[src/rtl/wb_arb_pkg.sv]
// Shared types for the two-master Wishbone RAM arbiter.
// Latency: n/a (types only).
// Backpressure: n/a (types only).
package wb_arb_pkg;

  // One-hot style encoding so the state doubles as the {m1,m0} owner vector
  typedef enum logic [1:0] {
    IDLE = 2'b00,
    OWN0 = 2'b01,
    OWN1 = 2'b10
  } state_t;

  // Index of a master: 0 = CPU data bus, 1 = instruction bus
  typedef logic mst_idx_t;

  // Wishbone cycle type identifiers
  typedef enum logic [2:0] {
    CTI_CLASSIC = 3'b000,
    CTI_INCR    = 3'b010,
    CTI_EOB     = 3'b111
  } cti_t;

endpackage

[src/rtl/wb_arb_watchdog.sv]
// Stall watchdog: counts owner strobe cycles without a slave response.
// Latency: fire is combinational from the count; asserted for one cycle at TIMEOUT.
// Backpressure: none; the counter restarts on any ack/err, idle strobe or fire.
module wb_arb_watchdog #(
  parameter int TIMEOUT = 255
) (
  input  logic wb_clk,
  input  logic wb_rst_n,
  input  logic owner_stb,
  input  logic s_ack,
  input  logic s_err,
  output logic fire
);

  logic [15:0] count;

  assign fire = (count == 16'(TIMEOUT));

  // Count stalled strobe cycles; any response, strobe gap or fire restarts it
  always_ff @(posedge wb_clk or negedge wb_rst_n) begin
    if (!wb_rst_n) begin
      count <= 16'd0;
    end else if (s_ack || s_err || !owner_stb || fire) begin
      count <= 16'd0;
    end else begin
      count <= count + 16'd1;
    end
  end

endmodule

[src/rtl/wb_ram_arbiter.sv]
// Two-master round-robin Wishbone arbiter in front of the shared RAM; optional WB_ARB_TIMEOUT_EN watchdog.
// Latency: grant one cycle after cyc is sampled; data/ack routing is combinational from the owner.
// Backpressure: the losing master simply sees no ack until granted; ownership is held for the whole cyc.
module wb_ram_arbiter
  import wb_arb_pkg::*;
#(
  parameter int AW      = 32,
  parameter int DW      = 32,
  parameter int TIMEOUT = 255
) (
  input  logic            wb_clk,
  input  logic            wb_rst_n,
  input  logic            m0_cyc_i,
  input  logic            m0_stb_i,
  input  logic            m0_we_i,
  input  logic [AW-1:0]   m0_adr_i,
  input  logic [DW-1:0]   m0_dat_i,
  input  logic [DW/8-1:0] m0_sel_i,
  input  logic [2:0]      m0_cti_i,
  input  logic [1:0]      m0_bte_i,
  output logic [DW-1:0]   m0_dat_o,
  output logic            m0_ack_o,
  output logic            m0_err_o,
  input  logic            m1_cyc_i,
  input  logic            m1_stb_i,
  input  logic            m1_we_i,
  input  logic [AW-1:0]   m1_adr_i,
  input  logic [DW-1:0]   m1_dat_i,
  input  logic [DW/8-1:0] m1_sel_i,
  input  logic [2:0]      m1_cti_i,
  input  logic [1:0]      m1_bte_i,
  output logic [DW-1:0]   m1_dat_o,
  output logic            m1_ack_o,
  output logic            m1_err_o,
  output logic            s_cyc_o,
  output logic            s_stb_o,
  output logic            s_we_o,
  output logic [AW-1:0]   s_adr_o,
  output logic [DW-1:0]   s_dat_o,
  output logic [DW/8-1:0] s_sel_o,
  output logic [2:0]      s_cti_o,
  output logic [1:0]      s_bte_o,
  input  logic [DW-1:0]   s_dat_i,
  input  logic            s_ack_i,
  input  logic            s_err_i,
  output logic [1:0]      owner_o
);

  state_t   owner;
  mst_idx_t last;
  logic     arb_edge;
  logic     owner_stb;
  logic     fire;

  // Re-arbitrate when idle or when the current owner has dropped cyc
  assign arb_edge = (owner == IDLE) ||
                    ((owner == OWN0) && !m0_cyc_i) ||
                    ((owner == OWN1) && !m1_cyc_i);

  assign owner_stb = ((owner == OWN0) && m0_cyc_i && m0_stb_i) ||
                     ((owner == OWN1) && m1_cyc_i && m1_stb_i);

`ifdef WB_ARB_TIMEOUT_EN
  wb_arb_watchdog #(.TIMEOUT(TIMEOUT)) u_watchdog (
    .wb_clk    (wb_clk),
    .wb_rst_n  (wb_rst_n),
    .owner_stb (owner_stb),
    .s_ack     (s_ack_i),
    .s_err     (s_err_i),
    .fire      (fire)
  );
`else
  logic unused_cfg;
  assign unused_cfg = (TIMEOUT == 0) ^ owner_stb;
  assign fire       = 1'b0;
`endif

  // Ownership FSM: release and regrant share one edge; ties go to the master not granted last
  always_ff @(posedge wb_clk or negedge wb_rst_n) begin
    if (!wb_rst_n) begin
      owner <= IDLE;
      last  <= 1'b1;
    end else if (arb_edge) begin
      if (m0_cyc_i && (!m1_cyc_i || last == 1'b1)) begin
        owner <= OWN0;
        last  <= 1'b0;
      end else if (m1_cyc_i) begin
        owner <= OWN1;
        last  <= 1'b1;
      end else begin
        owner <= IDLE;
      end
    end
  end

  assign owner_o  = {owner == OWN1, owner == OWN0};
  assign m0_dat_o = s_dat_i;
  assign m1_dat_o = s_dat_i;

  // Route the owner's request to the slave and the slave response back to the owner only
  always_comb begin
    s_cyc_o  = 1'b0;
    s_stb_o  = 1'b0;
    s_we_o   = 1'b0;
    s_adr_o  = '0;
    s_dat_o  = '0;
    s_sel_o  = '0;
    s_cti_o  = '0;
    s_bte_o  = '0;
    m0_ack_o = 1'b0;
    m0_err_o = 1'b0;
    m1_ack_o = 1'b0;
    m1_err_o = 1'b0;
    case (owner)
      OWN0: begin
        s_cyc_o  = m0_cyc_i && !fire;
        s_stb_o  = m0_cyc_i && m0_stb_i && !fire;
        s_we_o   = m0_we_i;
        s_adr_o  = m0_adr_i;
        s_dat_o  = m0_dat_i;
        s_sel_o  = m0_sel_i;
        s_cti_o  = m0_cti_i;
        s_bte_o  = m0_bte_i;
        m0_ack_o = s_ack_i;
        m0_err_o = s_err_i || fire;
      end
      OWN1: begin
        s_cyc_o  = m1_cyc_i && !fire;
        s_stb_o  = m1_cyc_i && m1_stb_i && !fire;
        s_we_o   = m1_we_i;
        s_adr_o  = m1_adr_i;
        s_dat_o  = m1_dat_i;
        s_sel_o  = m1_sel_i;
        s_cti_o  = m1_cti_i;
        s_bte_o  = m1_bte_i;
        m1_ack_o = s_ack_i;
        m1_err_o = s_err_i || fire;
      end
      default: begin
      end
    endcase
  end

endmodule
[config.mk]
export PLATFORM = sky130hd
export DESIGN_NAME = wb_ram_arbiter
export DESIGN_NICKNAME = d
export VERILOG_FILES = /design/src/rtl/wb_arb_pkg.sv /design/src/rtl/wb_arb_watchdog.sv /design/src/rtl/wb_ram_arbiter.sv
export SDC_FILE = /design/constraint.sdc
export NUM_CORES = 1
export LEC_CHECK = 0
export BUFFER_PORTS_ARGS = -buffer_cell sky130_fd_sc_hd__clkbuf_2
export CAP_MARGIN = 20
export CORE_AREA = 5 5 126 128
export CTS_CLUSTER_DIAMETER = 100
export DETAILED_ROUTE_END_ITERATION = 6
export DIE_AREA = 0 0 131 133
export GPL_ROUTABILITY_DRIVEN = 0
export SYNTH_ARGS = -nofsm -noshare
export SYNTH_HDL_FRONTEND = slang
export SYNTH_SLANG_ARGS = --single-unit
[constraint.sdc]
create_clock -name wb_clk -period 1.75 [get_ports wb_clk]
set_input_delay 0.2625 -clock wb_clk [delete_from_list [all_inputs] [get_ports wb_clk]]
set_output_delay 0.2625 -clock wb_clk [all_outputs]
set_load 0.02 [all_outputs]
## Yosys cells after proc, flatten, opt, wreduce, memory -nomap -nowiden

Index checks and enable logic that the tools add are counted.
Widths: inputs -> output; s select.

- Register bits: 3
- Input port bits: 188
- Output and inout bits: 146
- Word-level logic and storage cells: 33

- Equal/unequal tests: 2
- Multiplexer cells: 16
- Reductions and logical operators: 13

Operators by type and width:

| operator | number |
|---|---|
| $pmux 32 s2 | 2 |
| $pmux 4 s2 | 1 |
| $mux 1 | 6 |
| $pmux 1 s2 | 3 |
| $pmux 3 s2 | 1 |
| $logic_and 1x1->1 | 5 |
| $mux 2 | 2 |
| $pmux 2 s2 | 1 |
| $logic_or 1x1->1 | 3 |
| $eq 2x1->1 const B | 1 |
| $eq 2x2->1 const B | 1 |
| $logic_not 1->1 | 2 |
| $logic_not 2->1 | 1 |
| $reduce_and 2->1 | 1 |
| $reduce_bool 2->1 | 1 |

## Longest topological paths before layout

Gate-level depths: netlist of run 1.

- Depth after elaboration: 5
- Gate-level depth with buffers: 7
- Mapped depth without buffers: 5

## Worst setup path after synthesis of run 1

No wires, ideal clock.

- Path type: reg2out
- Start: reg owner[0]
- End: out s_adr_o[26]
- Arrival: 1.552 ns
- Data required time: 1.487 ns
- Setup slack: -0.065 ns
- Cell stages (with the launch flop): 7
- Buffers on the path: 2
- Path through: dfrtp_1 -> inv_1 -> ha_1 -> buf_2 -> buf_4 -> a22oi_1 -> nor2b_1

- Longest elaborated chain between the ends: 2
- Elaborated cells on any way between the ends: 3
- Those cells by class: eq/ne: 2; mux: 1

RTL lines:

| what | line | text |
|---|---|---|
| start, declared | wb_ram_arbiter.sv:49 | `state_t owner;` |
| start signal, assigned | wb_ram_arbiter.sv:81 | `owner <= IDLE;` |
| start signal, assigned | wb_ram_arbiter.sv:85 | `owner <= OWN0;` |
| start signal, assigned | wb_ram_arbiter.sv:88 | `owner <= OWN1;` |
| $eq 2x2->1 | -- |  |
| named net owner_o[1] | wb_ram_arbiter.sv:46 | `output logic [1:0] owner_o` |
| $pmux 32 s2 | wb_ram_arbiter.sv:114 | `case (owner)` |
| end, declared | wb_ram_arbiter.sv:38 | `output logic [AW-1:0] s_adr_o,` |

The timed path passes the listed nets, and every way through them passes these cells.

## Worst setup path in the final report of run 1

- Start: reg owner[0]
- End: out s_dat_o[25]

- Longest elaborated chain between the ends: 2
- Elaborated cells on any way between the ends: 3
- Those cells by class: eq/ne: 2; mux: 1

RTL lines:

| what | line | text |
|---|---|---|
| $eq 2x2->1 / $eq 2x1->1 (equally long branches) | wb_ram_arbiter.sv:114 |  |
| $pmux 32 s2 (*) | wb_ram_arbiter.sv:114 |  |
| end, declared | wb_ram_arbiter.sv:39 | `output logic [DW-1:0] s_dat_o,` |

Every way passes the cells marked *; elsewhere a longest branch is shown, timed or not.

==> results of run 1 <==
[cells in the mapped netlist]
| master | instances | area (µm²) |
|---|---|---|
| sky130_fd_sc_hd__a211oi_1 | 2 | 15.0 |
| sky130_fd_sc_hd__a21boi_0 | 1 | 7.51 |
| sky130_fd_sc_hd__a21oi_1 | 2 | 10.0 |
| sky130_fd_sc_hd__a221oi_1 | 2 | 17.5 |
| sky130_fd_sc_hd__a22oi_1 | 75 | 563 |
| sky130_fd_sc_hd__and2_1 | 4 | 25.0 |
| sky130_fd_sc_hd__and3_2 | 1 | 7.51 |
| sky130_fd_sc_hd__buf_2 | 10 | 50.1 |
| sky130_fd_sc_hd__buf_4 | 71 | 533 |
| sky130_fd_sc_hd__buf_6 | 4 | 45.0 |
| sky130_fd_sc_hd__clkbuf_1 | 3 | 11.3 |
| sky130_fd_sc_hd__clkbuf_2 | 1 | 5.00 |
| sky130_fd_sc_hd__dfrtp_1 | 2 | 50.1 |
| sky130_fd_sc_hd__dfstp_2 | 1 | 26.3 |
| sky130_fd_sc_hd__ha_1 | 5 | 62.6 |
| sky130_fd_sc_hd__inv_1 | 5 | 18.8 |
| sky130_fd_sc_hd__nand2_1 | 1 | 3.75 |
| sky130_fd_sc_hd__nand2b_1 | 2 | 12.5 |
| sky130_fd_sc_hd__nand3_1 | 2 | 10.0 |
| sky130_fd_sc_hd__nor2b_1 | 75 | 469 |
| sky130_fd_sc_hd__nor3_1 | 2 | 10.0 |
| sky130_fd_sc_hd__o32ai_1 | 1 | 8.76 |
| sky130_fd_sc_hd__xnor2_1 | 1 | 8.76 |
[metrics by stage]
step	instances	worst slack [ns]	hold WS [ns]
2_1_floorplan	273	0.0208	-0.0331
3_3_place_gp	625	-0.0175	0.0665
3_5_place_dp	625	0.00829	0.0708
4_1_cts	645	-0.146	0.314
5_1_grt	654	-0.239	0.354
6_report	654	-0.177	0.318
[cells by family (layout without fill, tap and decap cells)]
| logic type | after synthesis | after routing | synth area share |
|---|---|---|---|
| flip-flops | 3 | 3 | 0.0387 |
| AND/OR/NAND/NOR | 87 | 87 | 0.273 |
| XOR/XNOR | 1 | 1 | 0.00445 |
| AO/OA/AOI/OAI | 83 | 83 | 0.316 |
| adder cells (fa/ha/maj) | 5 | 5 | 0.0317 |
| buffers and inverters | 94 | 287 | 0.337 |
[report_power, final]
part / internal (W) / leakage (nW) / switching (W)
clock network: 0.000301 / 0.0382 / 0.0000664
logic: 0.00591 / 2.03 / 0.00472
registers: 0.000112 / 0.0340 / 0.0000315
[metal layers]
| layer | vias to the layer above | global-route usage | wire, µm |
|---|---|---|---|
| li1 | 1296 | - | - |
| met1 | 1294 | 0.114 | 4350 |
| met2 | 168 | 0.214 | 6560 |
| met3 | 25 | 0.0218 | 980 |
| met4 | 0 | 0.0229 | 129 |
| met5 | - | 0 | 0 |
[layout make-up]
type,count,share of cell area
Timing Repair Buffer,278,0.505
Multi-Input combinational cell,176,0.407
Tap cell,188,0.0506
Clock buffer,4,0.0170
Sequential cell,3,0.0164
Inverter,5,0.00404
[flip-flops by register name (all words and copies together) (netlist names)]
name / count
last: 1
owner: 2
[worst reg2reg max path: cells and delay by family (launching register included)]
kind / cells / cell delay, ns
flops: 1 / 0.39
compound gates: 1 / 0.30
simple gates: 1 / 0.09
buf+inv: 2 / 0.27
fa+ha+maj: 1 / 0.25
[layout by cell type, fill, tap and decap left out, types with 3 or more instances in the layout]
master                      synthesis  final
sky130_fd_sc_hd__and2_1             4      4
sky130_fd_sc_hd__nor2b_1           75      4
sky130_fd_sc_hd__clkbuf_8           0     31
sky130_fd_sc_hd__buf_16             0      6
sky130_fd_sc_hd__a22oi_2            0     63
sky130_fd_sc_hd__buf_4             71     36
sky130_fd_sc_hd__nor2b_2            0     46
sky130_fd_sc_hd__a22oi_1           75     12
sky130_fd_sc_hd__buf_2             10      3
sky130_fd_sc_hd__clkbuf_2           1    160
sky130_fd_sc_hd__buf_8              0      5
sky130_fd_sc_hd__nor2b_4            0     25
sky130_fd_sc_hd__inv_1              5      3
sky130_fd_sc_hd__ha_4               0      3
sky130_fd_sc_hd__clkbuf_16          0      9
sky130_fd_sc_hd__buf_12             0     11
sky130_fd_sc_hd__buf_6              4     19
[how the worst max path moves through the flow]
stage                                     from     endpoint  slack (ns)  depth (start not counted)
after floorplan           owner[0]$_DFFE_PN0P_   s_adr_o[0]        0.02                          6
after global placement    owner[1]$_DFFE_PN0P_      s_cyc_o       -0.02                          6
after detailed placement  owner[1]$_DFFE_PN0P_      s_cyc_o       0.008                          6
after CTS                 owner[1]$_DFFE_PN0P_   s_adr_o[6]       -0.15                          7
after global routing      owner[0]$_DFFE_PN0P_  s_dat_o[29]       -0.24                          7
final                     owner[0]$_DFFE_PN0P_  s_dat_o[25]       -0.18                          7
[what timing repair did]
item | CTS | global route
endpoints found under the hold margin | 2 | 0
setup endpoints to repair | 76 | 76
gates resized for setup | 161 | 119
hold buffers | 1 | 0
pin swaps | 13 | 6
buffers inserted | 9 | 2
cloned | 6 | 7
==> run summary, run 1 <==
The largest stage delay on the critical path is about 0.39 ns. The total leakage power is approximately 2.1 nW. In this run the worst path has a maximum fanout of 14.

The half-perimeter wire length of the detailed placement result came out at 7.49 mm. For this design the top-level I/O count stands at 334. At the worst endpoint, the arrival time is roughly 1.7 ns. Headroom to the max-slew limit came out at 0.820. The internal reg-to-reg setup slack came out at 0.32 ns. The remaining global-route overflow is 0. The count of unresolved DRC violations after routing is 0.

Of the cells placed in the final design, the portion with a size suffix greater than 1 is 0.908. The number of nets produced by synthesis came out at between 400 and 500. The number of warnings issued by yosys is 0. The routed layout has 2,783 vias. The buffering stage count on the worst path with inverters included came out at 4.

Dividing the final minimum period by the clock period gives 1.10. The number of distinct standard cells referenced by the synthesized netlist is 23. In this run the number of H-tree levels came out at 1.

For this run, the top clock speed supported by timing is around 520 MHz. Across every metal layer, demand over resource in global routing totals 0.108. The vertical extent of the die is about 130 µm. The total design power came out at 0.0111 W. The setup path with the least slack is of type reg -> out. For the pin with the worst max-slew slack, the measured transition is ~0.27 ns.

The max-capacitance violation count came out at 0. The global-route wire length before repair is 14.8 mm. In this run the cell area of the synthesized design comes to about 0.002 mm². The initial antenna violation count came to 0. The core region is 0.0148 mm². In the final routed layout, each cell accounts on average for 18.4 µm. Entering global routing, the biggest net connects 41 pins. Setup repair after global routing could not meet its margin everywhere. VDD sags by at most 0.000644 V. Of the synthesized area, sequential elements account for 0.0387. The number of buffers created by CTS is 3.

The signal on the critical path passes through buf_4, ha_4, buf_12, buf_12, a22oi_2, nor2b_2, clkbuf_8. Once routing completed, OpenROAD measured the worst setup slack at -0.177 ns. The average size of a mapped cell came out at 7.22 µm². Counting flops and latches in the post-synthesis netlist gives 3. The number of antenna diodes in the final layout is 0.

The detailed router finished its first iteration with 125 violations. The startpoint of the worst-slack reg-to-reg timing path is owner[0]$_DFFE_PN0P_. The clock edge transition at the registers on the reported setup and hold paths came out at 0.03 ns. No sink is reached through more buffers than the 2 on the longest clock path. The combined flip-flop and latch cell area came out at roughly 76 µm².

The TritonCTS clock tree is yes. The critical path required time is 1.49 ns. The post-layout net count is 660. The standard cell with the maximum stage delay on the critical path is sky130_fd_sc_hd__dfrtp_1. The tree built by TritonCTS fans out to 3 sinks. The number of max-slew violations in the final report is 0. The tree is rooted in a sky130_fd_sc_hd__clkbuf_16.

The finished cells cover 0.00465 mm². The run finished, with violations left. In this design, the largest share of critical-path delay is due to buffers and inverters. The path class of the tightest hold or removal check is in -> reg. The layout has 1,491 filler cells.

After floorplanning, the core was divided into 45 placement rows. The sum of negative setup slack is -9.13 ns. The checks that failed: setup timing. The most numerous cell type found on the critical path is sky130_fd_sc_hd__buf_12. The via count of the first global-routing pass is 2,784. The type of origin of the critical path is a register. The post-detailed-route via-to-cell ratio came out at 4.26. The die width came out at 131 µm.

The path with the worst hold slack has its endpoint at last$_DFFE_PN1P_. The minimum clock period after layout came out at a little under 2 ns. The die covers ~0.017 mm². At the later pin of the worst-skew pair, clock insertion delay measures roughly 0.23 ns. Setup violations remaining at the end of the flow were counted as 78.

The total count of hold-check failures in the final report is 0. From synthesis to final layout, the design area changed by 136%. The multi-input combinational cells in the finished layout cover a total of 0.00189 mm².

Counting every instance in the synthesized netlist gives between 200 and 300. STA classifies the critical path endpoint as a primary output. The placed standard-cell area is 0.00314 mm². Counting instances, the worst hold path has a depth of 2. The final antenna-violating net count is 0.

The initial utilization of the core area, before any placement, comes to 0.134. The post-route clock skew came out at 0.00376 ns. The startpoint identified for the worst hold timing path is m0_cyc_i. Counting cells, the worst reg-to-reg path comes to 5. The utilization after layout is 0.315.

The worst register-to-register path ends at owner[1]$_DFFE_PN0P_. The first-pass iteration count of the detailed router is 4. After detailed routing, the total wire length is 12.0 mm.

The ratio of total power to cell area came out at 2400 mW/mm². The quantity of I/O buffers inserted on ports is 237.
No activity file was read; power rests on OpenSTA's default activity.
==> run 2: changes to the inputs <==
- PLACE_DENSITY_LB_ADDON: unset -> 0.12
==> run 2 against run 1 <==
The flow still finishes with violations (setup timing). Critical path depth shrank 1. Clock skew decreased by 0.00090 ns. First-iteration DRC count shrank 73%. Global-route usage shrank 1.4 points. Final cell count decreased by 4.1%. Die area unchanged. Clock-buffer cell count stayed put. Register-to-register slack barely moved. Fmax up 2.8%. Sequential cell count unchanged. Critical endpoint is now s_cti_o[2]. Largest power group unchanged.
==> run summary, run 2 (synthesis results as in run 1) <==
The routed wire length is 9.82 mm (-18%). The quantity of I/O buffers inserted on ports came out at 237 (unchanged). The largest registers in the layout are owner: 2 flops, last: 1 flops. The transition time at the pin with the least slew margin is 0.246 ns (-0.0244 ns). STA classifies the critical path endpoint as a primary output. The top-level I/O count is 334 (unchanged).

The number of flip-flops in the largest register is 2 (unchanged). The post-route non-filler standard cell count came out at 627 (-4.1%). The peak supply drop came to 0.000695 V (+7.9%).

The setup slack after placement is 0.0274 ns (+0.0191 ns). The minimum clock period after layout is 1.87 ns (-0.0524 ns). The largest net degree at the start of global routing came out at 44 (+7.3%). The TritonCTS clock tree is yes. The type of the worst min-delay path is in -> reg. The maximum operating frequency is 533 MHz (+2.8%).

The post-layout net count is 633 (-4.1%). The register containing the most flip-flops in the final layout is owner. The count of filler cells inserted in the layout is 1,647 (+10%).

The total leakage power is 1.69 nW (-19%). The critical path required time is 1.49 ns (about the same). The overall die area is 0.0174 mm² (unchanged). The maximum number of buffers from clock root to sink came out at 2 (unchanged). The worst setup path is of the reg -> out kind.

The half-perimeter wire length of the detailed placement result came out at 7.36 mm (-1.8%). The count of antenna diodes in the layout is 0 (unchanged). The post-route clock skew came out at 0.00287 ns (-0.000898 ns). The worst setup path is launched from a register. The final antenna-violating net count was 0 (unchanged). The post-detailed-route via-to-cell ratio is 4.12 (-3.3%). The number of buffers inserted by post-CTS setup repair came out at 0 (-9). The number of buffers created by CTS was 3 (unchanged).

The number of placed instances, taps included came out at 618 (-1.1%). The CTS sink count was 3 (unchanged). The data arrival time at the worst-slack endpoint was 1.61 ns (-0.05 ns). The checks that failed: setup timing. The via count of the first global-routing pass came out at 2,667 (-4.2%). The worst hold slack after final layout came out at 0.320 ns (+0.00191 ns).

The sum of negative setup slack is -5.54 ns (+3.59 ns). The source-to-sink clock delay at the later pin of the worst-skew pair is 0.22 ns (about the same). In the layout the commonest cells are sky130_fd_sc_hd__clkbuf_2, sky130_fd_sc_hd__nor2b_2, sky130_fd_sc_hd__a22oi_2. The remaining global-route overflow is 0 (unchanged). The ratio of total power to cell area is 2060 mW/mm² (-14%). The iteration-0 DRC count of the detailed router came out at 34 (-73%).

The first-pass iteration count of the detailed router is 4 (unchanged). The aggregate global-route resource usage was 0.0941 (-0.0141). The library cell used most frequently in the layout, excluding fill and tap cells, is sky130_fd_sc_hd__clkbuf_2. The total count of hold-check failures in the final report is 0 (unchanged). The global-route wire length before repair came out at 13.5 mm (-9.2%). The share of cells above drive strength 1 is 0.861 (-0.0467). The max-capacitance violation count is 0 (unchanged).

The initial standard-cell utilization of the core was 0.134 (unchanged). The die width came out at 131 µm (unchanged). The initial antenna violation count is 0 (unchanged). The number of H-tree levels is 1 (unchanged). The overall via count from detail_route came out at 2,581 (-7.3%).

The combined flip-flop and latch cell area was 76.3 µm² (unchanged). The utilization after layout came out at 0.247 (-0.0684). The setup violation total in the final timing report came to 76 (-2.6%).

The number of max-slew violations in the final report came to 0 (unchanged). The final worst-path setup slack is -0.124 ns (+0.0524 ns). Setup repair after global routing could not meet its margin everywhere.

The area of the multi-input gates is 0.00166 mm² (-12%). The clock edge transition at the registers on the reported setup and hold paths came to 0.03 ns (about the same). The worst slew margin relative to its limit was 0.836 (+0.0163). The post-synthesis to final-layout area growth came out at 84.7%. The average wire per cell in the routed design was 15.7 µm (-15%). The row count is 45 (unchanged). The highest net fanout along the worst path is 22 (+8). The cell sitting at the root of the clock tree is a sky130_fd_sc_hd__clkbuf_16.

The count of unresolved DRC violations after routing came out at 0 (unchanged). The flow ran to the end, but the final reports show violations. The final cycle utilization of the critical path came to 1.07 (-0.0300). The vertical extent of the die is 133 µm (unchanged). The area of the placeable core is 0.0148 mm² (unchanged).
-- run 2: changes by cell type in the layout (fill, tap and decap cells not counted), moves of 10 or more --
cell	previous run	this run
sky130_fd_sc_hd__clkbuf_4	0	10
sky130_fd_sc_hd__a22oi_2	63	44
sky130_fd_sc_hd__buf_2	3	14
sky130_fd_sc_hd__a22oi_1	12	31
sky130_fd_sc_hd__clkbuf_2	160	183
sky130_fd_sc_hd__buf_6	19	1
sky130_fd_sc_hd__nor2b_2	46	71
sky130_fd_sc_hd__clkbuf_8	31	3
sky130_fd_sc_hd__nor2b_4	25	0
-- run 2: cell type report --
class / count / share of cell area
clock buffers: 4 / 0.0217
inverters: 5 / 0.00516
multi-input cells: 176 / 0.457
flip-flops and latches: 3 / 0.0210
well taps: 188 / 0.0646
repair buffers: 251 / 0.430
-- run 2: per-stage QoR --
step,cell area [µm²],total power [W]
global placement,3070,0.00619
CTS,3320,0.00696
global route,3640,0.00803
detailed placement,3070,0.00614
finish,3640,0.00750
floorplan,2150,0.00456
-- run 2: critical path, cell delays in order (launching register included) --
cell and delay [ns]:
sky130_fd_sc_hd__dfrtp_1 0.38, sky130_fd_sc_hd__buf_4 0.16, sky130_fd_sc_hd__ha_4 0.21, sky130_fd_sc_hd__buf_12 0.18, sky130_fd_sc_hd__a22oi_1 0.23, sky130_fd_sc_hd__nor2b_2 0.06
sky130_fd_sc_hd__clkbuf_2 0.15
-- run 2: final timing paths --
path	slack, ns	cells past startpoint	end	startpoint
setup reg to reg	0.31	6	owner[0]$_DFFE_PN0P_	owner[0]$_DFFE_PN0P_
min in group asynchronous	0.37	2	owner[0]$_DFFE_PN0P_	wb_rst_n
hold reg to reg	0.57	2	last$_DFFE_PN1P_	last$_DFFE_PN1P_
max in group asynchronous	1.17	2	last$_DFFE_PN1P_	wb_rst_n
setup / recovery	-0.12	6	s_cti_o[2]	owner[0]$_DFFE_PN0P_
hold / removal	0.32	2	last$_DFFE_PN1P_	m0_cyc_i
-- run 2: report_power, final --
part	leakage, nW	switching [W]	internal (W)	total [W]
registers	0.0340	0.0000274	0.000112	0.000140
clock network	0.0382	0.0000608	0.000301	0.000361
logic	1.62	0.00368	0.00332	0.00700
-- run 2: repair_timing --
| item | in CTS | in global routing |
|---|---|---|
| pin swaps | 1 | 0 |
| gates resized for setup | 30 | 110 |
| endpoints found under the setup margin | 78 | 77 |
| hold buffers | 1 | 0 |
| hold endpoints to repair | 2 | 0 |
| cloned | 2 | 2 |
-- run 2: per-layer routing --
| layer | track usage | share of wire | vias to the layer above |
|---|---|---|---|
| met5 | 0 | 0 | - |
| met1 | 0.0951 | 0.34 | 1184 |
| met2 | 0.193 | 0.55 | 144 |
| met4 | 0.0263 | 0.016 | 0 |
| li1 | - | - | 1234 |
| met3 | 0.0121 | 0.091 | 19 |
==> run 3: changes to the inputs <==
- PLACE_DENSITY_LB_ADDON: 0.12 -> 0.15
- RECOVER_POWER: unset -> 50
==> run 3 against run 2 <==
The flow still finishes with violations (setup timing). Die area stayed put. Critical path depth is 1 higher. Sequential power is 16% higher. Clock power hardly changed. Utilization is 7.5 points higher. Combinational power is 46% higher. Wire length is 18% higher. Largest power group unchanged. Register-to-register slack worse by 0.16 ns.
==> run summary, run 3 (synthesis results as in run 1) <==
The run finished, with violations left. The final reports fail on setup timing. The half-perimeter wire length of the detailed placement result is 6.82 mm (-7.3%). Setup repair after global routing could not meet its margin everywhere.

The first-pass iteration count of the detailed router is 3 (-1). The area of the placeable core is 0.0148 mm² (unchanged). The cell sitting at the root of the clock tree is a sky130_fd_sc_hd__clkbuf_16. TritonCTS built the clock tree. The final cycle utilization of the critical path was 1.09 (+0.0212).

The critical path ends at s_dat_o[2]. The quantity of I/O buffers inserted on ports came out at 237 (unchanged). The utilization after layout is 0.322 (+0.0750). The internal reg-to-reg setup slack is 0.15 ns (-0.16 ns). The register containing the most flip-flops in the final layout is owner. The number of cells on the worst reg-to-reg path is 7 (+1). The peak supply drop is 0.000880 V (+27%). The worst slew margin relative to its limit came out at 0.841 (+0.00569).

The post-synthesis to final-layout area growth came out at 141%. The aggregate global-route resource usage came out at 0.108 (+0.0139). The initial antenna violation count is 0 (unchanged). The source-to-sink clock delay at the later pin of the worst-skew pair is 0.22 ns (about the same). The average wire per cell in the routed design came out at 17.8 µm (+13%). The number of H-tree levels is 1 (unchanged). The post-layout net count is 657 (+3.8%). The worst hold slack after final layout is 0.318 ns (-0.00249 ns). The final worst-path setup slack came out at -0.162 ns (-0.0371 ns).

The routed wire length is 11.6 mm (+18%). The max-capacitance violation count is 0 (unchanged). The data arrival time at the worst-slack endpoint came to 1.65 ns (+0.04 ns). The overall via count from detail_route is 2,781 (+7.7%). The setup slack after placement is 0.0194 ns (-0.00804 ns). The clock edge transition at the registers on the reported setup and hold paths came to 0.03 ns (about the same). The top cell types in the final layout, fill and taps aside, are sky130_fd_sc_hd__clkbuf_2, sky130_fd_sc_hd__a22oi_2, sky130_fd_sc_hd__nor2b_2. The via count of the first global-routing pass is 2,948 (+11%). The count of filler cells inserted in the layout was 1,533 (-6.9%). The largest registers in the layout are owner: 2 flops, last: 1 flops.

The top-level I/O count was 334 (unchanged). In this run the critical register-to-register path is launched from owner[0]$_DFFE_PN0P_. The iteration-0 DRC count of the detailed router is 49 (+44%). The row count is 45 (unchanged). The maximum number of buffers from clock root to sink came out at 2 (unchanged).

The CTS sink count is 3 (unchanged). The setup violation total in the final timing report came to 77 (+1.3%). The largest net degree at the start of global routing was 36 (-18%). The ratio of total power to cell area is 2260 mW/mm² (+9.7%). The final antenna-violating net count is 0 (unchanged). The initial standard-cell utilization of the core is 0.134 (unchanged). The worst setup path is captured at a primary output.

The maximum operating frequency is 523 MHz (-1.9%). The post-route clock skew is 0.00236 ns (-0.000509 ns). Leaving out fill and tap cells, the most frequent cell in the layout is sky130_fd_sc_hd__clkbuf_2. The type of the worst min-delay path is in -> reg. The overall die area came out at 0.0174 mm² (unchanged). The minimum clock period after layout is 1.91 ns (+0.0371 ns). The startpoint of the most critical setup path is owner[0]$_DFFE_PN0P_.

The endpoint identified for the worst register-to-register timing path is owner[0]$_DFFE_PN0P_. The global-route wire length before repair is 15.0 mm (+11%). The highest net fanout along the worst path is 8 (-64%). The transition time at the pin with the least slew margin came out at 0.238 ns (-0.00854 ns). The share of cells above drive strength 1 is 0.922 (+0.0612).

The post-detailed-route via-to-cell ratio is 4.27 (+3.8%). The worst setup path is of the reg -> out kind. The vertical extent of the die was 133 µm (unchanged). The area of the multi-input gates is 0.00189 mm² (+13%). The number of buffers created by CTS is 3 (unchanged). The number of flip-flops in the largest register was 2 (unchanged). The total count of hold-check failures in the final report is 0 (unchanged). The critical path required time came out at 1.49 ns (about the same). The count of unresolved DRC violations after routing came out at 0 (unchanged). The number of max-slew violations in the final report is 0 (unchanged).

The count of antenna diodes in the layout came out at 0 (unchanged). The combined flip-flop and latch cell area came out at 77.6 µm² (+1.6%). The worst setup path is launched from a register. The total leakage power came out at 2.08 nW (+23%). The number of instances on the worst hold path came out at 2 (unchanged). The die width is 131 µm (unchanged). The remaining global-route overflow is 0 (unchanged).
[run 3: power by group]
part / internal, W / switching (W) / leakage [nW] / total [W]
sequential: 0.000115 / 0.0000483 / 0.0329 / 0.000163
combinational: 0.00564 / 0.00456 / 2.01 / 0.0102
clock: 0.000301 / 0.0000618 / 0.0382 / 0.000362
[run 3: worst min-delay path by stage]
stage / start / to / slack, ns
final: m0_cyc_i / last$_DFFE_PN1P_ / 0.32
after global routing: m0_cyc_i / last$_DFFE_PN1P_ / 0.34
after CTS: m0_cyc_i / last$_DFFE_PN1P_ / 0.31
after detailed placement: wb_rst_n / owner[0]$_DFFE_PN0P_ / 0.07
after global placement: wb_rst_n / owner[1]$_DFFE_PN0P_ / 0.07
after floorplan: wb_rst_n / owner[0]$_DFFE_PN0P_ / -0.03
[run 3: area by class of cell]
| class | count | area share |
|---|---|---|
| repair buffers | 275 | 0.516 |
| flip-flops and latches | 3 | 0.0163 |
| clock buffers | 4 | 0.0166 |
| well taps | 188 | 0.0496 |
| inverters | 5 | 0.00448 |
| multi-input cells | 176 | 0.397 |
[run 3: layer usage]
layer	wire [µm]	GRT usage	up-vias
met1	3840	0.101	1320
met3	921	0.0218	30
li1	-	-	1284
met5	0	0	-
met4	206	0.0349	0
met2	6600	0.223	147
[run 3: worst max-delay path, stage by stage, from the launching register on]
cell                       delay (ns)
sky130_fd_sc_hd__dfrtp_2         0.44
sky130_fd_sc_hd__inv_4           0.10
sky130_fd_sc_hd__ha_4            0.21
sky130_fd_sc_hd__buf_8           0.15
sky130_fd_sc_hd__buf_16          0.14
sky130_fd_sc_hd__a22oi_2         0.08
sky130_fd_sc_hd__nor2b_2         0.13
sky130_fd_sc_hd__clkbuf_8        0.16
[run 3: what timing repair did]
action | 4_1_cts | 5_1_grt
setup endpoints to repair | 77 | 81
setup buffers | 6 | 9
endpoints found under the hold margin | 2 | 0
gates cloned | 8 | 7
hold buffers | 1 | 0
resized for setup | 206 | 97
pin swaps | 3 | 9
[run 3: per-stage QoR]
| step | cells | TNS, ns | cell area (µm²) | total power, W |
|---|---|---|---|---|
| after floorplan | 273 | 0 | 2150 | 0.00456 |
| after global placement | 617 | 0 | 3070 | 0.00611 |
| after detailed placement | 617 | 0 | 3070 | 0.00612 |
| after CTS | 636 | -8.52 | 4340 | 0.00976 |
| after global routing | 651 | -11.47 | 4750 | 0.0113 |
| final | 651 | -7.03 | 4750 | 0.0107 |
